$ cat config.mk
export PLATFORM = sky130hd
export DESIGN_NAME = mul_div_unit
export DESIGN_NICKNAME = d
export VERILOG_FILES = /design/src/rtl/mul_div_unit.sv
export SDC_FILE = /design/constraint.sdc
export NUM_CORES = 1
export LEC_CHECK = 0
export BUFFER_PORTS_ARGS = -buffer_cell sky130_fd_sc_hd__buf_2
export CORE_UTILIZATION = 61
export CTS_CLUSTER_DIAMETER = 120
export DETAILED_ROUTE_END_ITERATION = 16
export GPL_TIMING_DRIVEN = 0
export PLACE_DENSITY = 0.81
export SLEW_MARGIN = 20
export SYNTH_ARGS = -nofsm -noshare
export SYNTH_HDL_FRONTEND = slang
export SYNTH_SLANG_ARGS = --single-unit
$ cat constraint.sdc
create_clock -name Clk -period 3.35 [get_ports Clk]
set_input_delay 1.005 -clock Clk [delete_from_list [all_inputs] [get_ports Clk]]
set_output_delay 1.005 -clock Clk [all_outputs]
set_load 0.02 [all_outputs]
$ cat src/rtl/mul_div_unit.sv
// Iterative radix-2 multiply/divide unit: one operand bit per clock, fixed WIDTH+1 cycle latency.
// Optional feature macro: SIGNED_MULDIV_EN (two's-complement operands with sign fix-up in FIN).
module mul_div_unit #(
  parameter int WIDTH = 16,
  parameter int CNT_W = 5
) (
  input  logic             Clk,
  input  logic             Reset,
  input  logic             Start,
  input  logic [1:0]       Op,
  input  logic [WIDTH-1:0] A_In,
  input  logic [WIDTH-1:0] B_In,
  output logic [WIDTH-1:0] Result,
  output logic             Busy,
  output logic             Done,
  output logic             Div_Zero
);

  typedef enum logic [1:0] {IDLE, CALC, FIN} state_t;

  state_t state, state_next;

  // MUL: acc = {partial product high, multiplier shifting out}; opnd = multiplicand.
  // DIV: acc = {partial remainder, quotient/dividend shifting}; opnd = divisor.
  logic [2*WIDTH-1:0] acc, acc_step;
  logic [WIDTH-1:0]   opnd, a_reg, result_reg, fin_value;
  logic [1:0]         op_reg;
  logic [CNT_W-1:0]   cnt;
  logic               dz_reg, dz_hold, sign_x, sign_a;

  logic [WIDTH-1:0]   a_mag, b_mag;
  logic               sign_x_in, sign_a_in;
  logic [WIDTH:0]     sum, sh;
  logic [WIDTH-1:0]   rem_sub;
  logic               ge;
  logic [2*WIDTH-1:0] prod_fix;
  logic [WIDTH-1:0]   quo_fix, rem_fix;

`ifdef SIGNED_MULDIV_EN
  assign a_mag     = A_In[WIDTH-1] ? -A_In : A_In;
  assign b_mag     = B_In[WIDTH-1] ? -B_In : B_In;
  assign sign_a_in = A_In[WIDTH-1];
  assign sign_x_in = A_In[WIDTH-1] ^ B_In[WIDTH-1];
`else
  assign a_mag     = A_In;
  assign b_mag     = B_In;
  assign sign_a_in = 1'b0;
  assign sign_x_in = 1'b0;
`endif

  // One iteration of shift-add multiply or restoring divide.
  always_comb begin
    // NOTE: every signal written here gets a default first so no path leaves it unassigned (no latch).
    acc_step = acc;
    sum      = '0;
    sh       = acc[2*WIDTH-1:WIDTH-1];
    ge       = (sh >= {1'b0, opnd});
    rem_sub  = sh[WIDTH-1:0] - opnd;
    if (!op_reg[1]) begin
      sum      = {1'b0, acc[2*WIDTH-1:WIDTH]} + (acc[0] ? {1'b0, opnd} : '0);
      acc_step = {sum, acc[WIDTH-1:1]};
    end else if (ge) begin
      acc_step = {rem_sub, acc[WIDTH-2:0], 1'b1};
    end else begin
      acc_step = {sh[WIDTH-1:0], acc[WIDTH-2:0], 1'b0};
    end
  end

  // Sign correction and result selection, evaluated while in FIN.
  always_comb begin
    prod_fix = sign_x ? -acc : acc;
    quo_fix  = sign_x ? -acc[WIDTH-1:0] : acc[WIDTH-1:0];
    rem_fix  = sign_a ? -acc[2*WIDTH-1:WIDTH] : acc[2*WIDTH-1:WIDTH];
    case (op_reg)
      2'b00:   fin_value = prod_fix[WIDTH-1:0];
      2'b01:   fin_value = prod_fix[2*WIDTH-1:WIDTH];
      2'b10:   fin_value = dz_reg ? '1 : quo_fix;
      default: fin_value = dz_reg ? a_reg : rem_fix;
    endcase
  end

  always_comb begin
    state_next = state;
    Busy       = 1'b0;
    Done       = 1'b0;
    Result     = result_reg;
    Div_Zero   = dz_hold;
    case (state)
      IDLE: if (Start) state_next = CALC;
      CALC: begin
        Busy = 1'b1;
        if (cnt == CNT_W'(1)) state_next = FIN;
      end
      FIN: begin
        Done       = 1'b1;
        Result     = fin_value;
        Div_Zero   = dz_reg;
        state_next = IDLE;
      end
      default: state_next = IDLE;
    endcase
  end

  always_ff @(posedge Clk) begin
    // NOTE: state registers use non-blocking assignments so every flop samples pre-edge values.
    if (Reset) begin
      state      <= IDLE;
      cnt        <= '0;
      result_reg <= '0;
      dz_hold    <= 1'b0;
      dz_reg     <= 1'b0;
      acc        <= '0;
      opnd       <= '0;
      a_reg      <= '0;
      op_reg     <= 2'b00;
      sign_x     <= 1'b0;
      sign_a     <= 1'b0;
    end else begin
      state <= state_next;
      case (state)
        IDLE: if (Start) begin
          op_reg  <= Op;
          a_reg   <= A_In;
          cnt     <= CNT_W'(WIDTH);
          dz_reg  <= Op[1] && (B_In == '0);
          dz_hold <= 1'b0;
          sign_x  <= sign_x_in;
          sign_a  <= sign_a_in;
          if (Op[1]) begin
            opnd <= b_mag;
            acc  <= {{WIDTH{1'b0}}, a_mag};
          end else begin
            opnd <= a_mag;
            acc  <= {{WIDTH{1'b0}}, b_mag};
          end
        end
        CALC: begin
          acc <= acc_step;
          cnt <= cnt - CNT_W'(1);
        end
        FIN: begin
          result_reg <= fin_value;
          dz_hold    <= dz_reg;
        end
        default: ;
      endcase
    end
  end

endmodule

==> results by group, run 1 <==
Placement
  – # port buffers: 53
  – GPL Wtd Cong: 0.9500
  – HPWL after DPL: 14.14 mm
  – DP Area: 0.006694 mm²

Worst setup path
  – Worst Path Required: 2.34 ns
  – Crit end category: output pin
  – Worst Path Arrival: 2.20 ns
  – Setup CP Type: reg2out
  – Crit-path max FO: 10
  – Startpoint Class: flop

Final layout
  – Filler Cell Count: 813
  – # diodes: 0
  – Largest register FFs: 32
  – Final net count: 904
  – Syn-to-layout area delta: 10.79%
  – Fin area: 0.006938 mm²
  – Share of layout cells above drive strength 1: 0.1041
  – Most flop-heavy register: acc

Detailed routing
  – Via count: 6,097
  – Drt wl/cell: 18.81 µm
  – Vias per cell: 6.292
  – Initial drt markers: 352
  – DR pass1 iterations: 6
  – Final ANT Viol Nets: 0
  – Total Wirelength: 18.23 mm
  – # DRC: 0

Logic synthesis
  – Cell variety after synth: 58
  – Top flip-flop cell by instance count after synthesis: dfxtp_1
  – Syn nets: 841
  – Async set or reset register ratio after synthesis: 0
  – Warnings from Yosys: 0
  – Cell count after synthesis: 768
  – Sequential element share of the synthesized area: 0.2909
  – Post-synth EDFFs: 0
  – Mapped cell area: 0.006262 mm²
  – Post-synthesis average cell area: 8.154 µm²
  – Synthesized flop and latch total: 91

Clock network
  – Num CTS Buffers: 9
  – Clock sinks: 91
  – Clock tree buffer depth: 2
  – H-tree Lvls: 3
  – Clock Latency Late Sink: 0.37 ns
  – Root Driver: clkbuf_8
  – CTS clk-pin slew, worst paths: 0.10 ns
  – Cts hold-fix bufs: 0
  – CTS tree: done

STA
  – Final Cycle Share: 0.9555
  – Worst slew margin: 0.3509
  – Slew at the pin closest to its max-slew limit: 0.9662 ns
  – Count of final max-slew check failures: 0
  – Setup TNS: 0 ns
  – RSZ-0062 raised after global routing: no
  – Max frequency: 0.3124 GHz
  – Final setup vio count: 0
  – Worst Clk Skew: 0.01634 ns
  – Final hold viol count: 0
  – Fin crit period: 3.201 ns

Die
  – Die height: 103.3 µm
  – I/O Pins: 56
  – Die area: 0.01068 mm²
  – Core area: 0.009864 mm²
  – Die Width: 103.3 µm
  – Rows: 36
  – Initial Util: 0.6348

Pwr
  – Leakage: 3.212 nW
  – Clock share of power: 0.315
  – Maximum vdd drop: 0.3935 mV
  – Comb pwr share: 0.265
  – Cell Int Power: 0.001948 W
  – Register share of total power: 0.420
  – PD cells: 417.1 mW/mm²
  – P_sw: 0.0009452 W
  – Sw Ratio: 0.3267

Hold path
  – Hold Crit Class: reg2reg

GRT
  – GR Overflow Total: 0
  – Vias in the first global route: 5,684
  – Initial antenna violation count: 0
  – GR Util All Layers: 0.3530
  – Largest net degree at the start of global routing: 16
  – First-pass GRT wire length: 28.26 mm

Status
  – Result of the run: completed

Flow run
  – Max-cap violations: 0
[power by group through the flow]
| stage | logic, W | clock network (W) | registers, W |
|---|---|---|---|
| floorplan | 0.000554 | 0 | 0.00122 |
| global placement | 0.000720 | 0 | 0.00123 |
| detailed placement | 0.000742 | 0 | 0.00124 |
| CTS | 0.000751 | 0.000900 | 0.00121 |
| global route | 0.000836 | 0.000948 | 0.00122 |
| finish | 0.000768 | 0.000910 | 0.00122 |
[stage by stage]
| stage | hold slack [ns] | total power, W | setup WS, ns | utilization | cells |
|---|---|---|---|---|---|
| 4_1_cts | 0.4598 | 0.002862 | 0.03732 | 0.7032 | 970 |
| 5_1_grt | 0.4737 | 0.003006 | 0.02524 | 0.7033 | 969 |
| 2_1_floorplan | 0.4349 | 0.001770 | 0.7541 | - | 768 |
| 3_3_place_gp | 0.4409 | 0.001953 | 0.2202 | 0.6786 | 954 |
| 6_report | 0.4628 | 0.002893 | 0.1491 | 0.7033 | 969 |
| 3_5_place_dp | 0.4465 | 0.001978 | 0.2102 | 0.6786 | 954 |
[logic make-up after synthesis]
| group | Yosys count | share of synthesized area |
|---|---|---|
| AOI/OAI and AO/OA | 229 | 0.2571 |
| xor gates and xnor gates | 18 | 0.02517 |
| adders and majority gates | 36 | 0.07433 |
| buffers and inverters | 85 | 0.05415 |
| DFF | 91 | 0.2909 |
| muxes | 77 | 0.1233 |
| and+or+nand+nor | 232 | 0.1750 |
[synth_stat cells (3+ instances only)]
library cell	instances	area share
dfxtp_1	91	0.29
mux2i_1	76	0.12
nor2_1	74	0.044
nand2_1	67	0.040
a21oi_1	52	0.042
a211oi_1	50	0.060
clkbuf_1	35	0.021
ha_1	34	0.068
a21o_1	31	0.037
inv_1	30	0.018
o21ai_0	23	0.018
and2_1	19	0.019
nor2b_1	18	0.018
a221oi_1	17	0.024
xnor2_1	14	0.020
nand2b_1	13	0.013
buf_1	11	0.0066
nand3_1	9	0.0072
nor3_1	9	0.0072
a31oi_1	7	0.0070
buf_2	7	0.0056
o211ai_1	7	0.0084
a211o_1	6	0.0084
and3_1	4	0.0040
o21a_1	4	0.0048
o221ai_1	4	0.0056
xor2_1	4	0.0056
a311oi_1	3	0.0042
a32oi_1	3	0.0042
a41oi_1	3	0.0042
nand4_1	3	0.0030
nor4_1	3	0.0030
o31ai_1	3	0.0036
or3_1	3	0.0030
[area by class of cell]
| class | count | area [µm²] | area share |
|---|---|---|---|
| inverter | 30 | 112.6 | 0.01623 |
| buffer | 54 | 226.5 | 0.03264 |
| multi-input combinational | 592 | 4104 | 0.5915 |
| timing repair buffer | 53 | 265.3 | 0.03823 |
| sequential | 91 | 1822 | 0.2626 |
| clock inverter | 6 | 113.9 | 0.01641 |
| clock buffer | 10 | 127.6 | 0.01839 |
| tap | 133 | 166.4 | 0.02399 |
[cell usage in the layout, fill, tap and decap left out, drive strengths merged, types with 18 or more instances in the layout]
cell and n:
a211oi 50, dfxtp 91, o21ai 23, a21o 31, clkbuf 44, buf 73, ha 34, mux2i 76
nor2b 18, nand2 67, and2 19, nor2 74, a21oi 52, inv 30
[critical path, cell delays in order, from the launching register on]
cell,delay (ns)
dfxtp_1,0.30
buf_2,0.18
nand2_2,0.18
buf_2,0.32
mux2i_1,0.35
a221oi_1,0.14
a21o_1,0.19
buf_2,0.15
[metal layers]
metal  vias up  GRT usage  share of wire
li1       2914          -              -
met1      2833     0.4160           0.40
met2       285     0.6097           0.48
met3        65    0.04435          0.069
met4         0     0.2243          0.051
met5         -          0              0
[path summary, 6_finish.rpt]
path                                              from                     to  slack [ns]  depth (start not counted)
worst max register to register    acc[15]$_SDFFE_PP0P_   acc[30]$_SDFFE_PP0P_        0.35                         11
worst max-delay path            op_reg[1]$_SDFFE_PP0P_             Result[12]        0.15                          7
worst min-delay path             a_reg[7]$_SDFFE_PP0P_  a_reg[7]$_SDFFE_PP0P_        0.46                          2
worst min register to register   a_reg[7]$_SDFFE_PP0P_  a_reg[7]$_SDFFE_PP0P_        0.46                          2
[what timing repair did]
item                       in CTS  in global routing
resized for setup               1                  5
setup buffers                   0                  0
setup endpoints to repair      10                 14
No activity file was read; power rests on OpenSTA's default activity.
==> inputs of run 2 (changes only) <==
--- a/config.mk
+++ b/config.mk
@@ -6,12 +6,14 @@
 export NUM_CORES = 1
 export LEC_CHECK = 0
 export BUFFER_PORTS_ARGS = -buffer_cell sky130_fd_sc_hd__buf_2
+export CAP_MARGIN = 25
 export CORE_UTILIZATION = 61
 export CTS_CLUSTER_DIAMETER = 120
 export DETAILED_ROUTE_END_ITERATION = 16
 export GPL_TIMING_DRIVEN = 0
-export PLACE_DENSITY = 0.81
+export PLACE_DENSITY = 0.91
 export SLEW_MARGIN = 20
 export SYNTH_ARGS = -nofsm -noshare
 export SYNTH_HDL_FRONTEND = slang
 export SYNTH_SLANG_ARGS = --single-unit
+export TNS_END_PERCENT = 10
==> results by group, run 2 (synthesis gave the netlist of run 1 again) <==
Status
  – Result of the run: completed (unchanged)

Worst setup path
  – Setup CP Type: reg2out (unchanged)
  – Crit-path max FO: 10 (unchanged)
  – Worst Path Arrival: 2.30 ns (was 2.20 ns)
  – Crit end category: output pin (unchanged)
  – Worst Path Required: 2.34 ns (about the same)
  – Startpoint Class: flop (unchanged)

Die
  – Core area: 0.009864 mm² (unchanged)
  – Die area: 0.01068 mm² (unchanged)
  – Die Width: 103.3 µm (unchanged)
  – Initial Util: 0.6348 (unchanged)
  – Rows: 36 (unchanged)
  – I/O Pins: 56 (unchanged)
  – Die height: 103.3 µm (unchanged)

Detailed routing
  – Initial drt markers: 529 (was 352)
  – Drt wl/cell: 19.13 µm (was 18.81 µm)
  – Final ANT Viol Nets: 0 (unchanged)
  – DR pass1 iterations: 5 (was 6)
  – # DRC: 0 (unchanged)
  – Total Wirelength: 18.56 mm (was 18.23 mm)
  – Via count: 6,287 (was 6,097)
  – Vias per cell: 6.481 (was 6.292)

STA
  – Worst slew margin: 0.2454 (was 0.3509)
  – Final Cycle Share: 0.9872 (was 0.9555)
  – Max frequency: 0.3024 GHz (was 0.3124 GHz)
  – Count of final max-slew check failures: 0 (unchanged)
  – Fin crit period: 3.307 ns (was 3.201 ns)
  – Final hold viol count: 0 (unchanged)
  – Final setup vio count: 0 (unchanged)
  – Slew at the pin closest to its max-slew limit: 1.123 ns (was 0.9662 ns)
  – RSZ-0062 raised after global routing: yes (was no)
  – Worst Clk Skew: 0.01289 ns (was 0.01634 ns)

Clock network
  – CTS tree: done (unchanged)
  – Clock tree buffer depth: 2 (unchanged)
  – H-tree Lvls: 3 (unchanged)
  – Clock Latency Late Sink: 0.38 ns (was 0.37 ns)
  – Clock sinks: 91 (unchanged)
  – Cts hold-fix bufs: 0 (unchanged)
  – Num CTS Buffers: 9 (unchanged)
  – CTS clk-pin slew, worst paths: 0.09 ns (was 0.10 ns)
  – Total setup buffers inserted after CTS: 0 (unchanged)
  – Root Driver: clkbuf_8 (unchanged)

Final layout
  – Share of layout cells above drive strength 1: 0.1147 (was 0.1041)
  – Leading cell type in the layout, fill and taps excluded: dfxtp_1 (unchanged)
  – Filler Cell Count: 747 (was 813)
  – Final net count: 905 (was 904)
  – Final design utilization: 0.7045 (was 0.7033)
  – Fin area: 0.006949 mm² (was 0.006938 mm²)
  – Non-filler instance count after layout: 970 (was 969)
  – Most flop-heavy register: acc (unchanged)
  – # diodes: 0 (unchanged)
  – Syn-to-layout area delta: 10.97% (was 10.79%)
  – Largest register FFs: 32 (unchanged)
  – Most frequent cells in the layout: 91 x dfxtp_1, 76 x mux2i_1, 74 x nor2_1 (unchanged)

Placement
  – # port buffers: 53 (unchanged)
  – GPL Wtd Cong: 1.026 (was 0.9500)
  – DP Area: 0.006694 mm² (unchanged)
  – HPWL after DPL: 13.98 mm (was 14.14 mm)
  – Placed insts: 954 (unchanged)

Pwr
  – Final Power: 0.002793 W (was 0.002893 W)
  – PD cells: 402.0 mW/mm² (was 417.1 mW/mm²)
  – Maximum vdd drop: 0.3099 mV (was 0.3935 mV)
  – Leakage: 3.209 nW (was 3.212 nW)

GRT
  – Vias in the first global route: 5,781 (was 5,684)
  – GR Overflow Total: 0 (unchanged)
  – Initial antenna violation count: 0 (unchanged)
  – GR Util All Layers: 0.3623 (was 0.3530)
  – Largest net degree at the start of global routing: 18 (was 16)
  – First-pass GRT wire length: 29.10 mm (was 28.26 mm)

Flow run
  – Max-cap violations: 0 (unchanged)

Hold path
  – Hold Crit Class: reg2reg (unchanged)
## run 2: changes by cell type in the layout (fill, tap and decap cells not counted)
cell	before	now
clkbuf_2	2	3
buf_1	10	9
clkinv_4	1	0
inv_6	0	4
bufinv_16	3	1
a221oi_1	17	10
a221oi_2	0	7
## run 2: layer usage
metal | vias up | global-route usage | wire, µm
li1 | 2920 | - | -
met4 | 0 | 0.1950 | 1014
met1 | 2884 | 0.4394 | 7114
met3 | 87 | 0.05309 | 1666
met2 | 396 | 0.6215 | 8763
met5 | - | 0 | 0
## run 2: report_power, final
group | internal [W] | switching [W]
Combinational | 0.000302 | 0.000471
Clock | 0.000356 | 0.000448
Sequential | 0.00115 | 0.0000653
Total | 0.00181 | 0.000985
## run 2: final timing paths
path                     startpoint                     to  slack, ns  depth (start not counted)
max reg2reg     acc[0]$_SDFFE_PP0P_   acc[31]$_SDFFE_PP0P_       0.23                         11
max          op_reg[1]$_SDFFE_PP0P_              Result[6]       0.04                          7
min           a_reg[2]$_SDFFE_PP0P_  a_reg[2]$_SDFFE_PP0P_       0.46                          2
min reg2reg   a_reg[2]$_SDFFE_PP0P_  a_reg[2]$_SDFFE_PP0P_       0.46                          2
## run 2: critical path, cell delays in order (launching register included)
cell and delay (ns):
dfxtp_1 0.31, buf_2 0.20, nand2_2 0.17, buf_2 0.27, clkbuf_2 0.28, a221oi_2 0.40, a21o_1 0.14, buf_2 0.16
## run 2: timing repair
item | in CTS | in global routing
resized for setup | 3 | 10
endpoints found under the setup margin | 10 | 16
endpoints found under the hold margin | 0 | 0
## run 2: area by class of cell
type	count	area, µm²	area share
Buffer	55	231.5	0.03331
Clock buffer	9	123.9	0.01783
Clock inverter	7	80.08	0.01152
Inverter	30	112.6	0.01620
Multi-Input combinational cell	592	4148	0.5969
Sequential cell	91	1822	0.2622
Tap cell	133	166.4	0.02395
Timing Repair Buffer	53	265.3	0.03817
## run 2: through the flow
stage	hold slack [ns]	worst slack, ns	setup TNS [ns]
2_1_floorplan	0.4349	0.7541	0
3_3_place_gp	0.4407	0.1318	0
3_5_place_dp	0.4472	0.1256	0
4_1_cts	0.4598	-0.01365	-0.01365
5_1_grt	0.4818	-0.01187	-0.02096
6_report	0.4589	0.04282	0
==> inputs of run 3 (changes only) <==
--- a/config.mk
+++ b/config.mk
@@ -7,6 +7,7 @@
 export LEC_CHECK = 0
 export BUFFER_PORTS_ARGS = -buffer_cell sky130_fd_sc_hd__buf_2
 export CAP_MARGIN = 25
+export CORE_ASPECT_RATIO = 1.75
 export CORE_UTILIZATION = 61
 export CTS_CLUSTER_DIAMETER = 120
 export DETAILED_ROUTE_END_ITERATION = 16
==> results by group, run 3 (synthesis gave the netlist of run 1 again) <==
Pwr
  – Comb pwr share: 0.262 (was 0.277)
  – Maximum vdd drop: 0.5070 mV (was 0.3099 mV)
  – PD cells: 426.1 mW/mm² (was 402.0 mW/mm²)
  – P_sw: 0.0009703 W (was 0.0009847 W)
  – Sw Ratio: 0.3247 (was 0.3525)
  – Clock share of power: 0.330 (was 0.288)
  – Leakage: 3.259 nW (was 3.209 nW)
  – Cell Int Power: 0.002018 W (was 0.001809 W)
  – Final Power: 0.002989 W (was 0.002793 W)
  – Register share of total power: 0.408 (was 0.435)

Clock network
  – Cts hold-fix bufs: 0 (unchanged)
  – Clock Latency Late Sink: 0.35 ns (was 0.38 ns)
  – Clock tree buffer depth: 2 (unchanged)
  – Clock sinks: 91 (unchanged)
  – H-tree Lvls: 3 (unchanged)
  – CTS tree: done (unchanged)
  – Num CTS Buffers: 9 (unchanged)
  – CTS clk-pin slew, worst paths: 0.06 ns (was 0.09 ns)
  – Root Driver: clkbuf_16 (was clkbuf_8)

STA
  – Fin crit period: 3.267 ns (was 3.307 ns)
  – Count of final max-slew check failures: 0 (unchanged)
  – Fin Hold WS: 0.4563 ns (was 0.4589 ns)
  – Slew at the pin closest to its max-slew limit: 0.9888 ns (was 1.123 ns)
  – Worst Clk Skew: 0.006606 ns (was 0.01289 ns)
  – Max frequency: 0.3061 GHz (was 0.3024 GHz)
  – Final Cycle Share: 0.9754 (was 0.9872)
  – Worst slew margin: 0.3358 (was 0.2454)
  – PnR worst setup slack: 0.08257 ns (was 0.04282 ns)
  – Final setup vio count: 0 (unchanged)
  – Final hold viol count: 0 (unchanged)

Worst setup path
  – Startpoint Class: flop (unchanged)
  – Setup CP Type: reg2out (unchanged)
  – Worst Path Arrival: 2.26 ns (was 2.30 ns)
  – Crit end category: output pin (unchanged)
  – Crit path launch: state[1]$_SDFFE_PP0P_ (was op_reg[1]$_SDFFE_PP0P_)
  – Worst Path Required: 2.34 ns (about the same)
  – R2r startpoint: acc[0]$_SDFFE_PP0P_ (unchanged)
  – Crit-path max FO: 10 (unchanged)

Placement
  – Placed insts: 946 (was 954)
  – Pre-CTS setup slack: -0.03447 ns (was 0.1256 ns)
  – DP Area: 0.006684 mm² (was 0.006694 mm²)
  – # port buffers: 53 (unchanged)
  – GPL Wtd Cong: 1.021 (was 1.026)
  – HPWL after DPL: 15.29 mm (was 13.98 mm)

Final layout
  – Most flop-heavy register: acc (unchanged)
  – Share of layout cells above drive strength 1: 0.1091 (was 0.1147)
  – Final net count: 905 (unchanged)
  – Largest register FFs: 32 (unchanged)
  – Non-filler instance count after layout: 959 (was 970)
  – Most frequent cells in the layout: 91 x dfxtp_1, 76 x mux2i_1, 74 x nor2_1 (unchanged)
  – Filler Cell Count: 797 (was 747)
  – Leading cell type in the layout, fill and taps excluded: dfxtp_1 (unchanged)
  – Fin area: 0.007014 mm² (was 0.006949 mm²)
  – Syn-to-layout area delta: 12.01% (was 10.97%)
  – # diodes: 0 (unchanged)

GRT
  – Vias in the first global route: 6,121 (was 5,781)
  – Global routing usage on met1: 0.3803 (was 0.4394)
  – Most used routing layer: met2 (unchanged)
  – GR Util All Layers: 0.3829 (was 0.3623)
  – Met2 GRT Util: 0.6874 (was 0.6215)
  – First-pass GRT wire length: 30.79 mm (was 29.10 mm)
  – GR Overflow Total: 0 (unchanged)
  – Largest net degree at the start of global routing: 14 (was 18)
  – Met3 Track Usage GR: 0.04295 (was 0.05309)
  – Initial antenna violation count: 0 (unchanged)

Die
  – Initial Util: 0.6319 (was 0.6348)
  – Die Width: 78.59 µm (was 103.3 µm)
  – Core area: 0.009910 mm² (was 0.009864 mm²)
  – Die area: 0.01069 mm² (was 0.01068 mm²)
  – I/O Pins: 56 (unchanged)
  – Die height: 136.0 µm (was 103.3 µm)
  – Rows: 48 (was 36)

Flow run
  – Max-cap violations: 0 (unchanged)

Hold path
  – Hold path start: a_reg[8]$_SDFFE_PP0P_ (was a_reg[2]$_SDFFE_PP0P_)
  – Hold Crit Class: reg2reg (unchanged)

Detailed routing
  – # DRC: 0 (unchanged)
  – DR pass1 iterations: 5 (unchanged)
  – Drt wl/cell: 20.64 µm (was 19.13 µm)
  – Vias per cell: 6.543 (was 6.481)
  – Via count: 6,275 (was 6,287)
  – Total Wirelength: 19.79 mm (was 18.56 mm)
  – Initial drt markers: 633 (was 529)
  – Final ANT Viol Nets: 0 (unchanged)

Status
  – Result of the run: completed (unchanged)
-- run 3: cell count changes in the layout (fill, tap and decap cells not counted), moves of 2 or more --
| cell | delta |
|---|---|
| buf_1 | +2 |
| clkbuf_16 | +9 |
| clkbuf_8 | -9 |
| a221oi_2 | -3 |
| clkbuf_1 | -2 |
| a221oi_1 | +2 |
| inv_6 | -4 |
-- run 3: final cells by class --
cell class	count	area [µm²]	area share
multi-input combinational	592	4151	0.5919
sequential	91	1822	0.2597
timing repair buffer	53	265.3	0.03782
buffer	55	235.2	0.03354
clock buffer	10	229.0	0.03264
tap	125	156.4	0.02230
inverter	30	112.6	0.01605
clock inverter	3	42.54	0.006065
-- run 3: path summary, 6_finish.rpt --
kind,to,slack [ns],depth (start not counted)
min reg2reg,a_reg[8]$_SDFFE_PP0P_,0.46,2
min,a_reg[8]$_SDFFE_PP0P_,0.46,2
max,Busy,0.08,5
max reg2reg,acc[28]$_SDFFE_PP0P_,0.30,12
-- run 3: power by group through the flow --
stage / combinational (W) / clock, W / sequential (W)
final: 0.000783 / 0.000987 / 0.00122
after detailed placement: 0.000749 / 0 / 0.00124
after floorplan: 0.000554 / 0 / 0.00122
after global placement: 0.000733 / 0 / 0.00124
after CTS: 0.000761 / 0.000977 / 0.00121
after global routing: 0.000847 / 0.00101 / 0.00122
-- run 3: metal layers --
| metal | vias up | wire length (µm) |
|---|---|---|
| li1 | 2925 | - |
| met1 | 2925 | 6830 |
| met2 | 304 | 10150 |
| met3 | 121 | 998 |
| met4 | 0 | 1815 |
| met5 | - | 0 |
-- run 3: stage by stage --
stage / util / setup TNS [ns]
2_1_floorplan: - / 0
3_3_place_gp: 0.6745 / -0.04142
3_5_place_dp: 0.6745 / -0.07521
4_1_cts: 0.7056 / 0
5_1_grt: 0.7078 / -0.06546
6_report: 0.7078 / 0
-- run 3: worst max-delay path: stages (launching register included) --
cell	delay, ns
dfxtp_1	0.32
nand2b_1	0.24
inv_1	0.18
buf_1	0.44
buf_1	0.45
buf_2	0.26
-- run 3: repair_timing --
item	CTS	global route
pin swaps	0	0
endpoints found under the hold margin	0	0
endpoints found under the setup margin	10	16
resized for setup	8	11
setup buffers	0	0
